`src/rtl/tile_bevel_shader.sv`:
```
// Tile bevel shader: 2-stage pixel pipeline producing per-axis edge thermometers and a bevel level,
// with a frame-synchronous static/pulsing depth. Optional recessed-tile mode under `BEVEL_INVERT_EN.
module tile_bevel_shader #(
    parameter int TILE_LOG2 = 3,
    parameter int FRAME_DIV = 4
) (
    input  logic                            clk,
    input  logic                            rst_n,
    input  logic                            pix_valid,
    input  logic [15:0]                     row,
    input  logic [15:0]                     col,
    input  logic                            frame_start,
    input  logic [1:0]                      mode,
    input  logic                            depth_wr,
    input  logic [TILE_LOG2-1:0]            depth_in,
`ifdef BEVEL_INVERT_EN
    input  logic                            invert,
`endif
    output logic                            out_valid,
    output logic [2**(TILE_LOG2-1)-1:0]     r_therm,
    output logic [2**(TILE_LOG2-1)-1:0]     c_therm,
    output logic [TILE_LOG2-1:0]            level
);

    localparam int LEVELS = 2 ** (TILE_LOG2 - 1);
    localparam int LW     = TILE_LOG2;
    localparam int DW     = (FRAME_DIV > 1) ? $clog2(FRAME_DIV) : 1;

    localparam logic [TILE_LOG2:0] TILE_W   = {1'b1, {TILE_LOG2{1'b0}}};
    localparam logic [LW-1:0]      LEVELS_W = {1'b1, {(LW-1){1'b0}}};
    localparam logic [DW-1:0]      DIV_LAST = DW'(FRAME_DIV - 1);

    typedef enum logic [1:0] {
        MODE_OFF    = 2'd0,
        MODE_STATIC = 2'd1,
        MODE_PULSE  = 2'd2
    } mode_e;

    typedef enum logic {
        DIR_UP   = 1'b0,
        DIR_DOWN = 1'b1
    } dir_e;

    // Distance from an in-tile offset to the nearest tile edge.
    function automatic logic [LW-1:0] edge_dist(input logic [TILE_LOG2-1:0] o);
        logic [TILE_LOG2:0] far;
        far = TILE_W - {1'b0, o};
        if ({1'b0, o} <= far) return o;
        else                  return far[LW-1:0];
    endfunction

    function automatic logic [LW-1:0] min2(input logic [LW-1:0] a, input logic [LW-1:0] b);
        return (a < b) ? a : b;
    endfunction

    function automatic logic [LEVELS-1:0] therm(input logic [LW-1:0] d);
        logic [LEVELS-1:0] t;
        t = '0;
        for (int k = 0; k < LEVELS; k++) t[k] = (int'(d) > k);
        return t;
    endfunction

    // Only the in-tile offset bits of the coordinates matter.
    logic unused_coord_bits;
    assign unused_coord_bits = ^{row[15:TILE_LOG2], col[15:TILE_LOG2]};

    // ------------------------------------------------------------------
    // Frame-synchronous depth control
    // ------------------------------------------------------------------
    mode_e          mode_q, mode_d, new_mode;
    dir_e           dir_q, dir_d, step_dir;
    logic [DW-1:0]  div_q, div_d, step_div;
    logic [LW-1:0]  cur_depth, depth_d;
    logic [LW-1:0]  depth_shadow, shadow_d;
    logic           invert_q;

    always_comb begin
        case (mode)
            2'd1:    new_mode = MODE_STATIC;
            2'd2:    new_mode = MODE_PULSE;
            default: new_mode = MODE_OFF;
        endcase
    end

    // NOTE: every output of this block gets a default first, so no path leaves a latch behind.
    always_comb begin
        mode_d   = mode_q;
        dir_d    = dir_q;
        div_d    = div_q;
        depth_d  = cur_depth;
        shadow_d = depth_shadow;
        // A fresh entry into PULSE restarts the divider and climbs from the current depth.
        step_dir = (mode_q == MODE_PULSE) ? dir_q : DIR_UP;
        step_div = (mode_q == MODE_PULSE) ? div_q : '0;

        if (depth_wr)
            shadow_d = (depth_in > LEVELS_W) ? LEVELS_W : depth_in;

        if (frame_start) begin
            mode_d = new_mode;
            case (new_mode)
                MODE_STATIC: depth_d = depth_shadow;
                MODE_PULSE: begin
                    dir_d = step_dir;
                    if (step_div == DIV_LAST) begin
                        div_d = '0;
                        if (step_dir == DIR_UP) begin
                            if (cur_depth == LEVELS_W) begin
                                dir_d   = DIR_DOWN;
                                depth_d = LEVELS_W - 1'b1;
                            end else begin
                                depth_d = cur_depth + 1'b1;
                            end
                        end else begin
                            if (cur_depth == '0) begin
                                dir_d   = DIR_UP;
                                depth_d = {{(LW-1){1'b0}}, 1'b1};
                            end else begin
                                depth_d = cur_depth - 1'b1;
                            end
                        end
                    end else begin
                        div_d = step_div + 1'b1;
                    end
                end
                default: begin
                    depth_d = '0;
                    dir_d   = DIR_UP;
                    div_d   = '0;
                end
            endcase
        end
    end

    // NOTE: state registers use non-blocking assignment so all of them update from pre-edge values.
    always_ff @(posedge clk or negedge rst_n) begin
        if (!rst_n) begin
            mode_q       <= MODE_OFF;
            dir_q        <= DIR_UP;
            div_q        <= '0;
            cur_depth    <= '0;
            depth_shadow <= LEVELS_W;
        end else begin
            mode_q       <= mode_d;
            dir_q        <= dir_d;
            div_q        <= div_d;
            cur_depth    <= depth_d;
            depth_shadow <= shadow_d;
        end
    end

`ifdef BEVEL_INVERT_EN
    always_ff @(posedge clk or negedge rst_n) begin
        if (!rst_n)           invert_q <= 1'b0;
        else if (frame_start) invert_q <= invert;
    end
`else
    assign invert_q = 1'b0;
`endif

    // ------------------------------------------------------------------
    // Stage 1: edge distances
    // ------------------------------------------------------------------
    logic          v1;
    logic [LW-1:0] dr1, dc1;

    always_ff @(posedge clk or negedge rst_n) begin
        if (!rst_n) begin
            v1  <= 1'b0;
            dr1 <= '0;
            dc1 <= '0;
        end else begin
            v1  <= pix_valid;
            dr1 <= edge_dist(row[TILE_LOG2-1:0]);
            dc1 <= edge_dist(col[TILE_LOG2-1:0]);
        end
    end

    // ------------------------------------------------------------------
    // Stage 2: depth clamp, thermometers, level
    // ------------------------------------------------------------------
    logic [LW-1:0]     dr_c, dc_c, lvl_c;
    logic [LEVELS-1:0] rt_c, ct_c;

    always_comb begin
        dr_c  = min2(dr1, cur_depth);
        dc_c  = min2(dc1, cur_depth);
        lvl_c = min2(dr_c, dc_c);
        rt_c  = therm(dr_c);
        ct_c  = therm(dc_c);
        if (invert_q) begin
            rt_c  = ~rt_c;
            ct_c  = ~ct_c;
            lvl_c = LEVELS_W - lvl_c;
        end
        if (mode_q == MODE_OFF) begin
            rt_c  = '0;
            ct_c  = '0;
            lvl_c = '0;
        end
    end

    always_ff @(posedge clk or negedge rst_n) begin
        if (!rst_n) begin
            out_valid <= 1'b0;
            r_therm   <= '0;
            c_therm   <= '0;
            level     <= '0;
        end else begin
            out_valid <= v1;
            // Data outputs hold between valid pixels.
            if (v1) begin
                r_therm <= rt_c;
                c_therm <= ct_c;
                level   <= lvl_c;
            end
        end
    end

endmodule
```
`config.mk`:
```
export PLATFORM = sky130hd
export DESIGN_NAME = tile_bevel_shader
export DESIGN_NICKNAME = d
export VERILOG_FILES = /design/src/rtl/tile_bevel_shader.sv
export SDC_FILE = /design/constraint.sdc
export NUM_CORES = 1
export LEC_CHECK = 0
export CAP_MARGIN = 15
export CORE_MARGIN = 2
export CORE_UTILIZATION = 40
export CTS_CLUSTER_SIZE = 8
export DETAILED_ROUTE_END_ITERATION = 10
export GPL_TIMING_DRIVEN = 0
export PLACE_DENSITY = 0.7
export SLEW_MARGIN = 25
export SYNTH_ARGS = -nofsm -noshare
export SYNTH_HDL_FRONTEND = slang
export SYNTH_SLANG_ARGS = --single-unit
```
`constraint.sdc`:
```
create_clock -name clk -period 7.6 [get_ports clk]
set_clock_uncertainty 0.15 [all_clocks]
set_input_delay 1.14 -clock clk [delete_from_list [all_inputs] [get_ports clk]]
set_output_delay 1.14 -clock clk [all_outputs]
set_load 0.02 [all_outputs]
```
==> report_table.html, run 1 <==
<table>
<tr><th>Metric</th><th>Value</th></tr>
<tr><th colspan="2">Run status</th></tr>
<tr><td>Run status</td><td>finished, final reports clean</td></tr>
<tr><th colspan="2">Flow run</th></tr>
<tr><td>Max Cap Viol</td><td>0</td></tr>
<tr><th colspan="2">Timing</th></tr>
<tr><td>Highest clock frequency the design can meet</td><td>353 MHz</td></tr>
<tr><td>RSZ-0062 raised after global routing</td><td>no</td></tr>
<tr><td>Final setup violation count</td><td>0</td></tr>
<tr><td>Final count of pins violating max slew</td><td>0</td></tr>
<tr><td>Transition time at the pin with the least slew margin</td><td>0.697 ns</td></tr>
<tr><td>Final total negative setup slack</td><td>0 ns</td></tr>
<tr><td>Worst slew margin relative to its limit</td><td>0.532</td></tr>
<tr><td>Time the final worst path needs with I/O delays and setup</td><td>roughly 2.8 ns</td></tr>
<tr><td>Final hold violations</td><td>0</td></tr>
<tr><td>Period Utilization, post-route</td><td>0.372</td></tr>
<tr><th colspan="2">Pwr</th></tr>
<tr><td>Highest ir drop seen on vdd</td><td>slightly above 0.07 mV</td></tr>
<tr><td>Pleak</td><td>approximately 0.97 nW</td></tr>
<tr><td>P_int</td><td>roughly 0.29 mW</td></tr>
<tr><td>Part of the power in combinational logic</td><td>0.274</td></tr>
<tr><td>PD cells</td><td>191 nW/um^2</td></tr>
<tr><td>Switching power total</td><td>between 0.1 and 0.15 mW</td></tr>
<tr><td>Share of total power in sequential cells</td><td>0.447</td></tr>
<tr><td>Switching power as a share of total power</td><td>0.293</td></tr>
<tr><td>Portion of total power attributed to the clock network</td><td>0.279</td></tr>
<tr><th colspan="2">Yosys</th></tr>
<tr><td>Synth async-reset ratio</td><td>1.00</td></tr>
<tr><td>Number of cells produced by synthesis</td><td>179</td></tr>
<tr><td>Sequential cell area fraction in the yosys report</td><td>0.425</td></tr>
<tr><td>Post-synth design cell area</td><td>roughly 1800 sq um</td></tr>
<tr><td>Average cell area after synthesis</td><td>9.89 sq um</td></tr>
<tr><td>Synthesized flop and latch total</td><td>30</td></tr>
<tr><td>Synth Net Count</td><td>241</td></tr>
<tr><td>Number of distinct library cells after synthesis</td><td>34</td></tr>
<tr><td>Most instantiated flip-flop cell in the synthesis netlist</td><td>sky130_fd_sc_hd__dfrtp_1</td></tr>
<tr><td>Count of flip-flops with a built-in enable after synthesis</td><td>0</td></tr>
<tr><td>Warning count from the yosys run</td><td>0</td></tr>
<tr><th colspan="2">Clock network</th></tr>
<tr><td>Number of buffers created by CTS</td><td>5</td></tr>
<tr><td>TritonCTS clock tree</td><td>done</td></tr>
<tr><td>Clock transition at the register clock pins on the worst setup and hold paths after CTS</td><td>~0.050 ns</td></tr>
<tr><td>H-tree depth reported by CTS</td><td>2</td></tr>
<tr><td>Count of hold buffers inserted by post-cts repair</td><td>0</td></tr>
<tr><td>CTS sink count</td><td>30</td></tr>
<tr><td>Buffer type at the clock tree root</td><td>sky130_fd_sc_hd__clkbuf_8</td></tr>
<tr><td>Number of gates given a new drive strength after cts</td><td>0</td></tr>
<tr><td>Setup repair bufs after CTS</td><td>0</td></tr>
<tr><td>Clock Latency Late Sink</td><td>0.27 ns</td></tr>
<tr><td>Clock buffer depth</td><td>2</td></tr>
<tr><th colspan="2">Place</th></tr>
<tr><td>Placed Instances</td><td>258</td></tr>
<tr><td>Placed cell area</td><td>2100 sq um</td></tr>
<tr><td>Count of input and output buffers</td><td>27</td></tr>
<tr><td>Detailed Place HPWL</td><td>roughly 2300 um</td></tr>
<tr><td>Gp weighted congestion</td><td>around 0.81</td></tr>
<tr><th colspan="2">GRT</th></tr>
<tr><td>Sum of overflow across all layers after global routing</td><td>0</td></tr>
<tr><td>Largest net degree at the start of global routing</td><td>31</td></tr>
<tr><td>Wire length of the first global-routing pass</td><td>5620 um</td></tr>
<tr><td>Vias in the first global route</td><td>1311</td></tr>
<tr><td>Initial antenna violation count</td><td>0</td></tr>
<tr><td>Global-route usage over all layers</td><td>0.138</td></tr>
<tr><th colspan="2">Die</th></tr>
<tr><td>Die width</td><td>about 71 um</td></tr>
<tr><td>Number of placed I/O pins</td><td>54</td></tr>
<tr><td>Height of the die</td><td>70.5 um</td></tr>
<tr><td>Area of the die</td><td>approximately 5000 sq um</td></tr>
<tr><td>Floorplan Core Area</td><td>around 4300 sq um</td></tr>
<tr><td>Effective utilization at floorplan</td><td>0.412</td></tr>
<tr><td>Number of placement rows</td><td>24</td></tr>
<tr><th colspan="2">Critical path</th></tr>
<tr><td>Slack of the worst reg-to-reg path</td><td>4.77 ns</td></tr>
<tr><td>Largest stage delay, worst path</td><td>about 0.39 ns</td></tr>
<tr><td>Setup crit start kind</td><td>flop</td></tr>
<tr><td>Critical path peak fanout</td><td>9</td></tr>
<tr><td>Crit. End Element</td><td>flop</td></tr>
<tr><td>Largest delay contributor family on the critical path</td><td>compound AO/OA/AOI/OAI gates</td></tr>
<tr><td>Buffers and inverters on the worst path</td><td>2</td></tr>
<tr><td>Arrival time of data at the critical path endpoint</td><td>around 2.8 ns</td></tr>
<tr><td>Slowest cell on crit path</td><td>sky130_fd_sc_hd__dfrtp_1</td></tr>
<tr><td>Required time reported for the critical path endpoint</td><td>7.57 ns</td></tr>
<tr><td>Critical path class</td><td>reg -&gt; reg</td></tr>
<tr><td>Critical Path, Cell by Cell</td><td>clkbuf_1 &gt; inv_1 &gt; ha_1 &gt; and2_1 &gt; a311o_1 &gt; mux2i_4 &gt; a31o_4 &gt; a22oi_1 &gt; o21ai_0</td></tr>
<tr><th colspan="2">Layout</th></tr>
<tr><td>Fraction of final layout cells with drive strength greater than 1</td><td>0.0751</td></tr>
<tr><td>Area growth from synthesis to final layout</td><td>23.0%</td></tr>
<tr><td>Layout net count</td><td>between 200 and 300</td></tr>
<tr><td>Most frequent standard cell in the layout excluding fill and tap cells</td><td>sky130_fd_sc_hd__dfrtp_1</td></tr>
<tr><td>Commonest non-fill, non-tap cells in the layout</td><td>29 x sky130_fd_sc_hd__dfrtp_1, 26 x sky130_fd_sc_hd__clkdlybuf4s50_1, 21 x sky130_fd_sc_hd__inv_1</td></tr>
<tr><td>Ant diodes</td><td>0</td></tr>
<tr><td>Share of the core filled with cells</td><td>0.507</td></tr>
<tr><td>Filler instances</td><td>approximately 410</td></tr>
<tr><td>Non-filler cells, final</td><td>265</td></tr>
<tr><td>Finished layout cell area</td><td>about 2200 sq um</td></tr>
<tr><th colspan="2">Routing</th></tr>
<tr><td>Remaining number of nets flagged by the antenna check after routing</td><td>0</td></tr>
<tr><td>Mean number of vias per cell</td><td>~5</td></tr>
<tr><td>Routed WL</td><td>3000 um</td></tr>
<tr><td>Routed len/inst</td><td>roughly 11 um</td></tr>
<tr><td>DRC violations left</td><td>0</td></tr>
<tr><td>Initial drt markers</td><td>between 70 and 80</td></tr>
<tr><td>Count of TritonRoute iterations in the first routing pass</td><td>4</td></tr>
<tr><td>Vias after detailed routing</td><td>approximately 1300</td></tr>
<tr><th colspan="2">Hold path</th></tr>
<tr><td>Type of the worst min-delay path</td><td>reg -&gt; reg</td></tr>
</table>
[flip-flops by register name (all words and copies together) (netlist names)]
signal,count
level,3
v1,1
r_therm,4
c_therm,4
depth_shadow,3
dir_q,1
dr1,3
out_valid,1
div_q,2
cur_depth,3
mode_q,2
dc1,3
[logic make-up after synthesis]
kind of cell,Yosys count,synth area share
compound gates,57,0.210
xor+xnor,1,0.00495
fa+ha+maj,20,0.141
buf+inv,23,0.0488
flops,30,0.425
mux,9,0.0615
simple gates,39,0.109
[final timing paths]
kind                                   start   endpoint  cells after the start
worst max-delay path            cur_depth[2]   level[0]                      9
worst min-delay path                      v1  out_valid                      0
worst max register to register  cur_depth[2]   level[0]                      9
worst min register to register            v1  out_valid                      0
max in group asynchronous              rst_n     dr1[1]                      1
min in group asynchronous              rst_n   level[2]                      1
[cell usage after synthesis, types with 2 or more instances]
library cell	number	share of area
sky130_fd_sc_hd__a21oi_1	9	0.025
sky130_fd_sc_hd__a22o_1	2	0.0099
sky130_fd_sc_hd__a22oi_1	3	0.013
sky130_fd_sc_hd__a31oi_1	4	0.014
sky130_fd_sc_hd__and2_1	2	0.0071
sky130_fd_sc_hd__and3b_1	2	0.0099
sky130_fd_sc_hd__clkbuf_1	2	0.0042
sky130_fd_sc_hd__dfrtp_1	29	0.41
sky130_fd_sc_hd__ha_1	20	0.14
sky130_fd_sc_hd__inv_1	21	0.045
sky130_fd_sc_hd__mux2_2	5	0.032
sky130_fd_sc_hd__mux2i_1	3	0.017
sky130_fd_sc_hd__nand2_1	15	0.032
sky130_fd_sc_hd__nand2b_1	2	0.0071
sky130_fd_sc_hd__nand3b_1	3	0.013
sky130_fd_sc_hd__nor2_1	8	0.017
sky130_fd_sc_hd__nor3_1	2	0.0057
sky130_fd_sc_hd__o21a_1	3	0.013
sky130_fd_sc_hd__o21ai_0	20	0.057
sky130_fd_sc_hd__o21ai_1	2	0.0057
sky130_fd_sc_hd__o2bb2ai_1	8	0.040
sky130_fd_sc_hd__or2_2	2	0.0071
[power groups by stage]
stage	Clock (mW)	Combinational, mW	Sequential (mW)
3_3_place_gp	0	0.113	0.189
2_1_floorplan	0	0.0678	0.195
3_5_place_dp	0	0.115	0.189
6_report	0.116	0.114	0.186
4_1_cts	0.118	0.115	0.186
5_1_grt	0.127	0.129	0.188
[cell type report]
class / count / area (sq um) / area share
clock buffer: 7 / 76.3 / 0.0351
inverter: 21 / 78.8 / 0.0362
buffer: 2 / 7.51 / 0.00345
multi-input combinational: 126 / 932 / 0.428
timing repair buffer: 27 / 265 / 0.122
tap: 52 / 65.1 / 0.0299
sequential: 30 / 752 / 0.345
[through the flow]
stage	worst slack [ns]	power (mW)	hold slack, ns
after floorplan	5.03	0.263	0.221
after global placement	4.58	0.302	0.243
after detailed placement	4.51	0.304	0.240
after CTS	4.76	0.420	0.264
after global routing	4.57	0.444	0.283
final	4.77	0.416	0.266
[metal layers]
metal | part of all wire | vias to the layer above | GRT usage
li1 | - | 703 | -
met1 | 0.49 | 615 | 0.182
met2 | 0.47 | 19 | 0.221
met3 | 0.039 | 4 | 0.0413
met4 | 0.0077 | 0 | 0.0398
met5 | 0 | - | 0
No activity file was read; power rests on OpenSTA's default activity.
==> run 2, diff against run 1 <==
Clock period 7.6 ns to 2.9 ns, I/O delays scaled along.
==> run 2 against run 1 <==
Net effect: non-clock buffer count down 1; sequential power grew to 2.6 times the previous value; utilization is 0.087 points lower; register-to-register slack worse by 4.5 ns; fmax rose by 6.4%; critical path depth shrank 1.
==> report_table.html, run 2 (same netlist as run 1, synthesis figures left out) <==
<table>
<tr><th>Metric</th><th>Value</th></tr>
<tr><th colspan="2">Place</th></tr>
<tr><td>Detailed Place HPWL</td><td>2350 um (unchanged)</td></tr>
<tr><td>Gp weighted congestion</td><td>0.813 (unchanged)</td></tr>
<tr><td>Count of input and output buffers</td><td>27 (unchanged)</td></tr>
<tr><th colspan="2">Die</th></tr>
<tr><td>Area of the die</td><td>4970 sq um (unchanged)</td></tr>
<tr><td>Height of the die</td><td>70.5 um (unchanged)</td></tr>
<tr><td>Effective utilization at floorplan</td><td>0.412 (unchanged)</td></tr>
<tr><td>Number of placement rows</td><td>24 (unchanged)</td></tr>
<tr><td>Die width</td><td>70.5 um (unchanged)</td></tr>
<tr><td>Floorplan Core Area</td><td>4290 sq um (unchanged)</td></tr>
<tr><td>Number of placed I/O pins</td><td>54 (unchanged)</td></tr>
<tr><th colspan="2">Timing</th></tr>
<tr><td>Final count of pins violating max slew</td><td>0 (unchanged)</td></tr>
<tr><td>Highest clock frequency the design can meet</td><td>376 MHz (+6.4%)</td></tr>
<tr><td>Final setup violation count</td><td>0 (unchanged)</td></tr>
<tr><td>Transition time at the pin with the least slew margin</td><td>0.694 ns (-0.00297 ns)</td></tr>
<tr><td>Period Utilization, post-route</td><td>0.917 (+0.545)</td></tr>
<tr><td>Final total negative setup slack</td><td>0 ns (unchanged)</td></tr>
<tr><td>RSZ-0062 raised after global routing</td><td>no</td></tr>
<tr><td>Worst slew margin relative to its limit</td><td>0.534 (+0.00199)</td></tr>
<tr><td>Time the final worst path needs with I/O delays and setup</td><td>2.66 ns (-0.172 ns)</td></tr>
<tr><td>Final hold violations</td><td>0 (unchanged)</td></tr>
<tr><th colspan="2">Clock network</th></tr>
<tr><td>TritonCTS clock tree</td><td>done</td></tr>
<tr><td>Buffer type at the clock tree root</td><td>sky130_fd_sc_hd__clkbuf_8</td></tr>
<tr><td>Setup repair bufs after CTS</td><td>0 (unchanged)</td></tr>
<tr><td>Clock transition at the register clock pins on the worst setup and hold paths after CTS</td><td>0.06 ns (about the same)</td></tr>
<tr><td>Number of gates given a new drive strength after cts</td><td>0 (unchanged)</td></tr>
<tr><td>CTS sink count</td><td>30 (unchanged)</td></tr>
<tr><td>H-tree depth reported by CTS</td><td>2 (unchanged)</td></tr>
<tr><td>Clock buffer depth</td><td>2 (unchanged)</td></tr>
<tr><td>Count of hold buffers inserted by post-cts repair</td><td>0 (unchanged)</td></tr>
<tr><td>Clock Latency Late Sink</td><td>0.27 ns (about the same)</td></tr>
<tr><td>Number of buffers created by CTS</td><td>5 (unchanged)</td></tr>
<tr><th colspan="2">Layout</th></tr>
<tr><td>Fraction of final layout cells with drive strength greater than 1</td><td>0.0755 (+0.000354)</td></tr>
<tr><td>Regs by FF count</td><td>c_therm (4), r_therm (4)</td></tr>
<tr><td>Most frequent standard cell in the layout excluding fill and tap cells</td><td>sky130_fd_sc_hd__dfrtp_1</td></tr>
<tr><td>Ant diodes</td><td>0 (unchanged)</td></tr>
<tr><td>Commonest non-fill, non-tap cells in the layout</td><td>29 x sky130_fd_sc_hd__dfrtp_1, 26 x sky130_fd_sc_hd__clkdlybuf4s50_1, 21 x sky130_fd_sc_hd__inv_1</td></tr>
<tr><td>Area growth from synthesis to final layout</td><td>22.8%</td></tr>
<tr><td>Layout net count</td><td>274 (-0.36%)</td></tr>
<tr><th colspan="2">Critical path</th></tr>
<tr><td>Crit. End Element</td><td>flop</td></tr>
<tr><td>Critical Path, Cell by Cell</td><td>inv_1 &gt; ha_1 &gt; and2_1 &gt; a311o_1 &gt; mux2i_4 &gt; a31o_4 &gt; a22oi_1 &gt; o21ai_0</td></tr>
<tr><td>Setup crit start kind</td><td>flop</td></tr>
<tr><td>Largest stage delay, worst path</td><td>0.57 ns (+0.18 ns)</td></tr>
<tr><td>Critical path class</td><td>reg -&gt; reg</td></tr>
<tr><td>Critical path peak fanout</td><td>11 (+2)</td></tr>
<tr><td>Slowest cell on crit path</td><td>sky130_fd_sc_hd__dfrtp_1</td></tr>
<tr><td>Required time reported for the critical path endpoint</td><td>2.87 ns (-4.70 ns)</td></tr>
<tr><td>Arrival time of data at the critical path endpoint</td><td>2.63 ns (-0.17 ns)</td></tr>
<tr><th colspan="2">GRT</th></tr>
<tr><td>Initial antenna violation count</td><td>0 (unchanged)</td></tr>
<tr><td>Sum of overflow across all layers after global routing</td><td>0 (unchanged)</td></tr>
<tr><td>Vias in the first global route</td><td>1311 (unchanged)</td></tr>
<tr><td>Global-route usage over all layers</td><td>0.138 (unchanged)</td></tr>
<tr><td>Wire length of the first global-routing pass</td><td>5620 um (unchanged)</td></tr>
<tr><td>Largest net degree at the start of global routing</td><td>31 (unchanged)</td></tr>
<tr><th colspan="2">Routing</th></tr>
<tr><td>Mean number of vias per cell</td><td>5.05 (-0.29%)</td></tr>
<tr><td>Routed WL</td><td>2980 um (-0.67%)</td></tr>
<tr><td>Routed len/inst</td><td>11.3 um (-0.29%)</td></tr>
<tr><td>Vias after detailed routing</td><td>1332 (-0.67%)</td></tr>
<tr><td>DRC violations left</td><td>0 (unchanged)</td></tr>
<tr><td>Count of TritonRoute iterations in the first routing pass</td><td>4 (unchanged)</td></tr>
<tr><td>Initial drt markers</td><td>62 (-16%)</td></tr>
<tr><td>Remaining number of nets flagged by the antenna check after routing</td><td>0 (unchanged)</td></tr>
<tr><th colspan="2">Pwr</th></tr>
<tr><td>Highest ir drop seen on vdd</td><td>0.189 mV (+160%)</td></tr>
<tr><td>Pleak</td><td>0.964 nW (-0.12%)</td></tr>
<tr><td>PD cells</td><td>500 nW/um^2 (+160%)</td></tr>
<tr><td>Total power draw</td><td>1.09 mW (+160%)</td></tr>
<tr><th colspan="2">Hold path</th></tr>
<tr><td>Type of the worst min-delay path</td><td>in -&gt; async</td></tr>
<tr><th colspan="2">Flow run</th></tr>
<tr><td>Max Cap Viol</td><td>0 (unchanged)</td></tr>
<tr><th colspan="2">Run status</th></tr>
<tr><td>Run status</td><td>finished, final reports clean</td></tr>
</table>
[run 2: routing by layer]
layer | wire length, um | track usage | vias up | part of all wire
met5 | 0 | 0 | - | 0
li1 | - | - | 700 | -
met4 | 36 | 0.0398 | 0 | 0.012
met2 | 1370 | 0.221 | 18 | 0.46
met1 | 1450 | 0.182 | 609 | 0.49
met3 | 119 | 0.0413 | 5 | 0.040
[run 2: power breakdown]
part	total [mW]	leakage (nW)	internal [mW]	switching, mW
clock	0.302	0.0383	0.165	0.138
combinational	0.296	0.538	0.146	0.150
sequential	0.489	0.388	0.459	0.0303
[run 2: metrics by stage]
step           hold slack (ns)   util  setup WS (ns)  std cells  cell area, sq um
2_1_floorplan          -0.0106      -          0.325        179              1770
3_3_place_gp             0.243  0.490         0.0764        258              2110
3_5_place_dp             0.240  0.489         0.0842        258              2100
4_1_cts                 0.0560  0.507         0.0614        265              2180
5_1_grt                 0.0888  0.506         0.0505        264              2170
6_report                0.0275  0.506          0.241        264              2170
[run 2: final timing paths]
path	startpoint	end	slack, ns	cells after the start
max in group asynchronous	rst_n	dr1[1]	2.16	1
hold / removal	rst_n	level[2]	0.03	1
setup reg to reg	cur_depth[2]	level[0]	0.24	8
min in group clk	v1	out_valid	0.27	0
setup / recovery	cur_depth[2]	level[0]	0.24	8
hold reg to reg	v1	out_valid	0.27	0
[run 2: worst max-delay path: cells and delay by family, from the launching register on]
family / cells / cell delay, ns
AOI/OAI and AO/OA: 4 / 0.87
buffers and inverters: 1 / 0.17
adders and majority gates: 1 / 0.35
and+or+nand+nor: 1 / 0.18
muxes: 1 / 0.23
DFF: 1 / 0.57
[run 2: final cells by class]
type                       count  area, sq um
sequential                    30          752
clock buffer                   7         76.3
inverter                      21         78.8
tap                           52         65.1
buffer                         1         3.75
multi-input combinational    126          932
timing repair buffer          27          265
fill                         408         2120
